==> src/rtl/pc_gen.sv <==
// rtl/pc_gen.sv - fetch-stage program counter with prioritised redirects, epoch tagging and misalign halt
module pc_gen #(
  parameter int XLEN = 32,
  parameter logic [XLEN-1:0] RESET_VEC = '0,
  parameter int NUM_REDIR = 3,
  parameter int EPOCH_W = 2,
  parameter int C_EXT = 0
) (
  input  logic                      clk,
  input  logic                      rst,
  input  logic [NUM_REDIR-1:0]      redir_valid,
  input  logic [NUM_REDIR*XLEN-1:0] redir_target,
  input  logic                      fetch_ready,
  input  logic                      inst_is_c,
  output logic [XLEN-1:0]           pc,
  output logic [XLEN-1:0]           pc_seq,
  output logic                      fetch_valid,
  output logic [EPOCH_W-1:0]        epoch,
  output logic                      misalign_err
);

  localparam logic [1:0] BOOT = 2'd0;
  localparam logic [1:0] RUN  = 2'd1;
  localparam logic [1:0] HALT = 2'd2;

  logic [1:0]      state;
  logic            redir_any;
  logic [XLEN-1:0] redir_tgt;
  logic            tgt_aligned;
  logic [XLEN-1:0] step;

  // Walk from the highest index down so the lowest-index request is the last to overwrite.
  always_comb begin
    redir_any = 1'b0;
    redir_tgt = '0;
    for (int i = NUM_REDIR - 1; i >= 0; i--) begin
      if (redir_valid[i]) begin
        redir_any = 1'b1;
        redir_tgt = redir_target[i*XLEN +: XLEN];
      end
    end
  end

  assign tgt_aligned = (C_EXT != 0) ? ~redir_tgt[0] : (redir_tgt[1:0] == 2'b00);
  assign step        = ((C_EXT != 0) && inst_is_c) ? XLEN'(2) : XLEN'(4);
  assign pc_seq      = pc + step;

  always_ff @(posedge clk or posedge rst) begin
    if (rst) begin
      state        <= BOOT;
      pc           <= RESET_VEC;
      fetch_valid  <= 1'b0;
      epoch        <= '0;
      misalign_err <= 1'b0;
    end else if (redir_any) begin
      // Redirect outranks any stall or handshake; a misaligned target is kept in pc for debug.
      pc    <= redir_tgt;
      epoch <= epoch + EPOCH_W'(1);
      if (tgt_aligned) begin
        state        <= RUN;
        fetch_valid  <= 1'b1;
        misalign_err <= 1'b0;
      end else begin
        state        <= HALT;
        fetch_valid  <= 1'b0;
        misalign_err <= 1'b1;
      end
    end else begin
      case (state)
        BOOT: begin
          state       <= RUN;
          fetch_valid <= 1'b1;
        end
        RUN: begin
          if (fetch_valid && fetch_ready) begin
            pc <= pc_seq;
          end
        end
        default: begin
        end
      endcase
    end
  end

endmodule

==> config.mk <==
export PLATFORM = sky130hd
export DESIGN_NAME = pc_gen
export DESIGN_NICKNAME = d
export VERILOG_FILES = /design/src/rtl/pc_gen.sv
export SDC_FILE = /design/constraint.sdc
export NUM_CORES = 1
export LEC_CHECK = 0
export CORE_ASPECT_RATIO = 0.6
export CORE_MARGIN = 3
export CORE_UTILIZATION = 39
export CTS_CLUSTER_DIAMETER = 80
export DETAILED_ROUTE_END_ITERATION = 8
export PLACE_DENSITY_LB_ADDON = 0.05
export SYNTH_ARGS = -nofsm -noshare
export SYNTH_HDL_FRONTEND = slang
export SYNTH_SLANG_ARGS = --single-unit
==> constraint.sdc <==
create_clock -name clk -period 2.9 [get_ports clk]
set_input_delay 0.58 -clock clk [delete_from_list [all_inputs] [get_ports clk]]
set_output_delay 0.58 -clock clk [all_outputs]
set_load 0.02 [all_outputs]
==> impl_metrics.tcl, run 1 <==
set metrics [dict create \
    status "complete, no violations" \
    fmax_mhz 356 \
    drive_gt1_share_pct 16.3 \
    hold_viol_final 0 \
    die_y_um 73.4 \
    ys_seq_elements 37 \
    vdd_drop_max_mv 0.239 \
    synth_cells 341 \
    placed_cells 619 \
    p_total_mw 2.00 \
    critical_path.max_fanout 6 \
    drt_drc_violations_left 0 \
    ys.flop_type "dfrtp_1" \
    clk_latency_ns 0.28 \
    met1_length_um 5010 \
    p_per_area_nw_per_um2 390 \
    port_buffers 169 \
    viasPerCell 5.35 \
    cts_tree "built" \
    arrival_ns 2.23 \
    synth-seq-area-share_pct 31.3 \
    cts_sinks 37 \
    critPathKind "flip-flop to primary output" \
    wl_per_cell_um 17.0 \
    power.leakage_nw 2.04 \
    maxCapViolCount 0 \
    grt_max_degree 37 \
    dieArea_um2 8700 \
    dr_wl_met3_um 929 \
    antenna_found_initial 0 \
    hold_class "flip-flop to flip-flop" \
    slew_headroom_pct 43.5 \
    tightest_slew_ns 0.843 \
    cts_max_level 2 \
    synth_cell_types 42 \
    ant_nets 0 \
    drt_iter0_drc 179 \
    synth-edff-count 0 \
    cpMaxStageDelayCell "or4_4" \
    cts_buffer_depth 2 \
    async_flop_share_pct 100 \
    synth_top_area_share_pct 31.3 \
    yosysMostFrequentCell "nand2_1" \
    instances_no_fill 629 \
    num_rows 23 \
    crit_path_max_incr_delay_ns 0.57 \
    io_pins 171 \
    overflow 0 \
    die_x_um 118 \
    via_count 3363 \
    finalCritPeriodShare_pct 96.8 \
    synth_area_per_cell_um2 8.67 \
    synth_commonest_cells "47 x nand2_1, 42 x xnor2_1, 37 x dfrtp_1" \
    placed_cell_area_um2 4950 \
    finClkSkew_ns 0.00356 \
    routed-wl-met2_um 4680 \
    diodes 0 \
    setup_violations 0 \
    synth_area_um2 2960 \
    slew_viol_final 0 \
    yosysWarnings 0 \
    core_um2 6990 \
    fin_util_pct 73.2 \
    path_cells "nand3_1, or4_4, buf_4, nor3_2, xor2_1, dlygate4sd2_1" \
    yosys-top-cells-area "dfrtp_1 31%, xnor2_1 12%, o221ai_1 8.0%, a22oi_1 7.9%, nand2_1 6.0%" \
    post-route-cell-area_um2 5120 \
    area_delta_synth_final_pct 73.2 \
    synth_nets 445 \
    grt_pass1_wl_um 17100 \
    rsz0062_at_grt "false" \
    synth_top_area_cell "dfrtp_1" \
    globalplace.congestion 0.901 \
    first_global_vias 3310 \
    endpoint_kind "primary output" \
    critical_path_buf_inv_count 2 \
    top_layer "met4" \
    dr.pass1.iters 4 \
    period_needed_ns 2.81 \
    crit_required_ns 2.32 \
    nNetsFinal 632 \
    critPathLaunchType "flip-flop" \
    hpwl_um 8430 \
    start_util_pct 42.3 \
    numCtsBuffers 5 \
    wl_um 10700 \
    grt.total_usage_pct 24.7 \
    clk_pin_slew_ns 0.06 \
    crit_family "simple AND/OR/NAND/NOR gates" \
    cts-root-buf "clkbuf_16" \
]
[placed cells by master, fill, tap and decap left out, types with 3 or more instances in the layout]
master and n:
a21oi_1 3, a22oi_1 31, and2_1 3, and3_1 3, buf_4 43, clkbuf_16 5, clkbuf_2 7, clkdlybuf4s15_1 3
clkdlybuf4s50_1 145, dfrtp_1 37, dlygate4sd2_1 9, inv_1 6, nand2_1 47, nand3_1 14, nand4_1 6, nor2_1 16
nor3_1 8, nor3_2 3, nor4_1 4, nor4_2 6, nor4_4 6, o221ai_1 27, or2_2 3, xnor2_1 42
xor2_1 17
[area by class of cell]
class	count	area, µm²
multi-input cells	264	1910
repair buffers	213	1990
clock inverters	3	17.5
inverters	7	26.3
fillers	528	1870
well taps	100	125
clock buffers	5	125
flip-flops and latches	37	926
[registers in the layout, summed over array words and instances (netlist names)]
signal,flops
pc,32
misalign_err,1
state,2
epoch,2
[path summary, 6_finish.rpt]
kind / start / to / slack [ns] / cells after the start
setup / recovery: pc[13]$_DFFE_PP0P_ / pc_seq[18] / 0.09 / 6
hold / removal: epoch[1]$_DFFE_PP0N_ / epoch[1]$_DFFE_PP0N_ / 0.47 / 1
min in group asynchronous: rst / pc[0]$_DFFE_PP0P_ / 0.67 / 2
hold reg to reg: epoch[1]$_DFFE_PP0N_ / epoch[1]$_DFFE_PP0N_ / 0.47 / 1
setup reg to reg: pc[2]$_DFFE_PP0P_ / pc[14]$_DFFE_PP0P_ / 0.72 / 7
max in group asynchronous: rst / pc[18]$_DFFE_PP0P_ / 1.56 / 3
[per-stage QoR]
stage / setup WS, ns / TNS [ns] / hold slack, ns
floorplan: 0.0690 / 0 / 0.475
global placement: -0.0285 / -0.0331 / 0.461
detailed placement: -0.0561 / -0.0655 / 0.466
CTS: -0.0267 / -0.0373 / 0.473
global route: 0.000570 / 0 / 0.482
finish: 0.0939 / 0 / 0.472
[per-layer routing]
layer  GRT usage (%)  up-vias
li1                -     1628
met1            34.3     1577
met2            38.8      151
met3            7.08        7
met4            4.88        0
met5               0        -
[where the power goes]
part / internal [mW] / switching (mW)
Combinational: 0.431 / 0.391
Sequential: 0.579 / 0.0630
Clock: 0.315 / 0.217
Total: 1.33 / 0.671
[logic make-up (layout without fill, tap and decap cells)]
| logic type | count (synthesis) | count (layout) | synth area share [%] |
|---|---|---|---|
| AND/OR/NAND/NOR | 134 | 134 | 26.3 |
| AO/OA/AOI/OAI | 69 | 69 | 18.2 |
| XOR/XNOR | 59 | 59 | 17.5 |
| buffers and inverters | 40 | 228 | 5.97 |
| flip-flops | 37 | 37 | 31.3 |
| adder cells (fa/ha/maj) | 1 | 1 | 0.423 |
| multiplexers | 1 | 1 | 0.339 |
[timing repair]
action	in CTS	in global routing
gates resized for setup	29	25
pin swaps	1	1
endpoints found under the setup margin	20	20
hold buffers	0	0
setup buffers	2	0
No activity file was read; power rests on OpenSTA's default activity.
==> inputs of run 2 (changes only) <==
- CORE_MARGIN: 3 -> 2
- HOLD_SLACK_MARGIN: default -> 0.08
- RECOVER_POWER: default -> 50
==> impl_metrics.tcl, run 2 (synthesized netlist as in run 1, its figures left out) <==
set metrics [dict create \
    die_y_um 71.4 \
    hpwl_um 8300 \
    reg.largest.list "pc (32), epoch (2), state (2)" \
    io_pins 171 \
    fmax_mhz 344 \
    grt_max_degree 33 \
    hold_class "flip-flop to flip-flop" \
    area_delta_synth_final_pct 74.0 \
    fin_util_pct 70.5 \
    cts_buffer_depth 2 \
    endpoint_kind "primary output" \
    arrival_ns 2.33 \
    finalCritPeriodShare_pct 100 \
    cpMaxStageDelayCell "dfrtp_2" \
    path_cells "nand4_1, buf_4, nor4_2, buf_4, and2_1, nand3_1, xnor2_1, clkdlybuf4s15_1" \
    core_um2 7300 \
    diodes 0 \
    violations "setup timing" \
    viasPerCell 5.28 \
    cts_tree "built" \
    finClkSkew_ns 0.00392 \
    power.leakage_nw 2.06 \
    crit_top_cell "buf_4" \
    crit_start "pc[3]$_DFFE_PP0P_" \
    layout_common_cells "130 x clkdlybuf4s50_1, 49 x buf_4, 47 x nand2_1" \
    maxCapViolCount 0 \
    tns_ns -0.00652 \
    period_needed_ns 2.91 \
    crit-reg2reg-launch "pc[2]$_DFFE_PP0P_" \
    wl_per_cell_um 16.3 \
    cts_max_level 2 \
    placed_cells 630 \
    largest_reg_flops 32 \
    crit_family "simple AND/OR/NAND/NOR gates" \
    multi_input_area_um2 1900 \
    crit_required_ns 2.32 \
    regArea_um2 927 \
    die_x_um 116 \
    clk_latency_ns 0.28 \
    dr.pass1.iters 4 \
    numCtsBuffers 5 \
    clk_pin_slew_ns 0.06 \
    top_register "pc" \
    tightest_slew_ns 0.921 \
    final_common_cell "clkdlybuf4s50_1" \
    grt_pass1_wl_um 16200 \
    cts-root-buf "clkbuf_16" \
    rsz0062_at_grt "true" \
    p_per_area_nw_per_um2 386 \
    setup_violations 1 \
    drive_gt1_share_pct 17.1 \
    status "finished, violations left" \
    fillers 604 \
    start_util_pct 40.5 \
    via_count 3395 \
    p_total_mw 1.99 \
    vdd_drop_max_mv 0.215 \
    overflow 0 \
    slew_viol_final 0 \
    ctsHoldBuffers 0 \
    nNetsFinal 642 \
    antenna_found_initial 0 \
    critical_path.max_fanout 5 \
    port_buffers 169 \
    hold_viol_final 0 \
    ant_nets 0 \
    min_from "misalign_err$_DFFE_PP0N_" \
    reg2reg_slack_ns 0.69 \
    drt_drc_violations_left 0 \
    wl_um 10500 \
    critPathLaunchType "flip-flop" \
    num_rows 24 \
    cts_sinks 37 \
    timing.final.ws_setup_ns -0.00652 \
    grt.total_usage_pct 24.9 \
    crit_path_max_incr_delay_ns 0.40 \
    instances_no_fill 643 \
    dieArea_um2 8320 \
    critPathKind "flip-flop to primary output" \
    slew_headroom_pct 38.6 \
    first_global_vias 3234 \
    drt_iter0_drc 145 \
    critical_path_buf_inv_count 3 \
    globalplace.congestion 0.928 \
]
[run 2: cell count changes in the layout (fill, tap and decap cells not counted), sizes merged]
cell	previous run	this run
clkdlybuf4s50	145	130
buf	45	53
dlygate4sd3	0	14
clkbuf	12	17
dlygate4sd2	9	7
[run 2: through the flow]
stage / setup slack (ns) / instance area, µm² / hold WS (ns)
3_5_place_dp: -0.0844 / 4990 / 0.475
4_1_cts: -0.0783 / 5170 / 0.492
3_3_place_gp: -0.0270 / 4990 / 0.461
2_1_floorplan: 0.0690 / 2960 / 0.475
5_1_grt: -0.178 / 5140 / 0.506
6_report: -0.00652 / 5140 / 0.491
[run 2: power by group]
group | leakage (nW) | internal, mW | total, mW | switching, mW
combinational | 1.55 | 0.421 | 0.818 | 0.397
sequential | 0.443 | 0.579 | 0.639 | 0.0595
clock | 0.0696 | 0.315 | 0.529 | 0.214
[run 2: path summary, 6_finish.rpt]
path,end,depth (start not counted)
max,pc_seq[25],8
min reg2reg,misalign_err$_DFFE_PP0N_,1
max in group asynchronous,pc[16]$_DFFE_PP0P_,3
max reg2reg,pc[14]$_DFFE_PP0P_,8
min,misalign_err$_DFFE_PP0N_,1
min in group asynchronous,pc[0]$_DFFE_PP0P_,2
[run 2: area by class of cell]
cell class	count	area share [%]
Tap cell	104	2.53
Multi-Input combinational cell	264	36.9
Clock buffer	5	2.43
Timing Repair Buffer	223	39.3
Sequential cell	37	18.0
Inverter	7	0.511
Clock inverter	3	0.341
[run 2: repair_timing]
action / CTS / global route
gates resized for setup: 43 / 22
setup endpoints to repair: 22 / 12
setup buffers: 3 / 2
pin swaps: 1 / 1
[run 2: worst register-to-register path, cell delays in order, from the launching register on]
cell and delay, ns:
dfrtp_1 0.36, buf_4 0.13, ha_1 0.17, nand3_1 0.17
buf_4 0.24, or3_1 0.44, nor3_1 0.23, xnor2_1 0.15
o221ai_1 0.14
[run 2: metal layers]
layer	vias up	track usage, %	wire (µm)
li1	1641	-	-
met1	1594	35.5	4850
met2	147	38.2	4510
met3	13	6.01	980
met4	0	6.48	154
met5	-	0	0
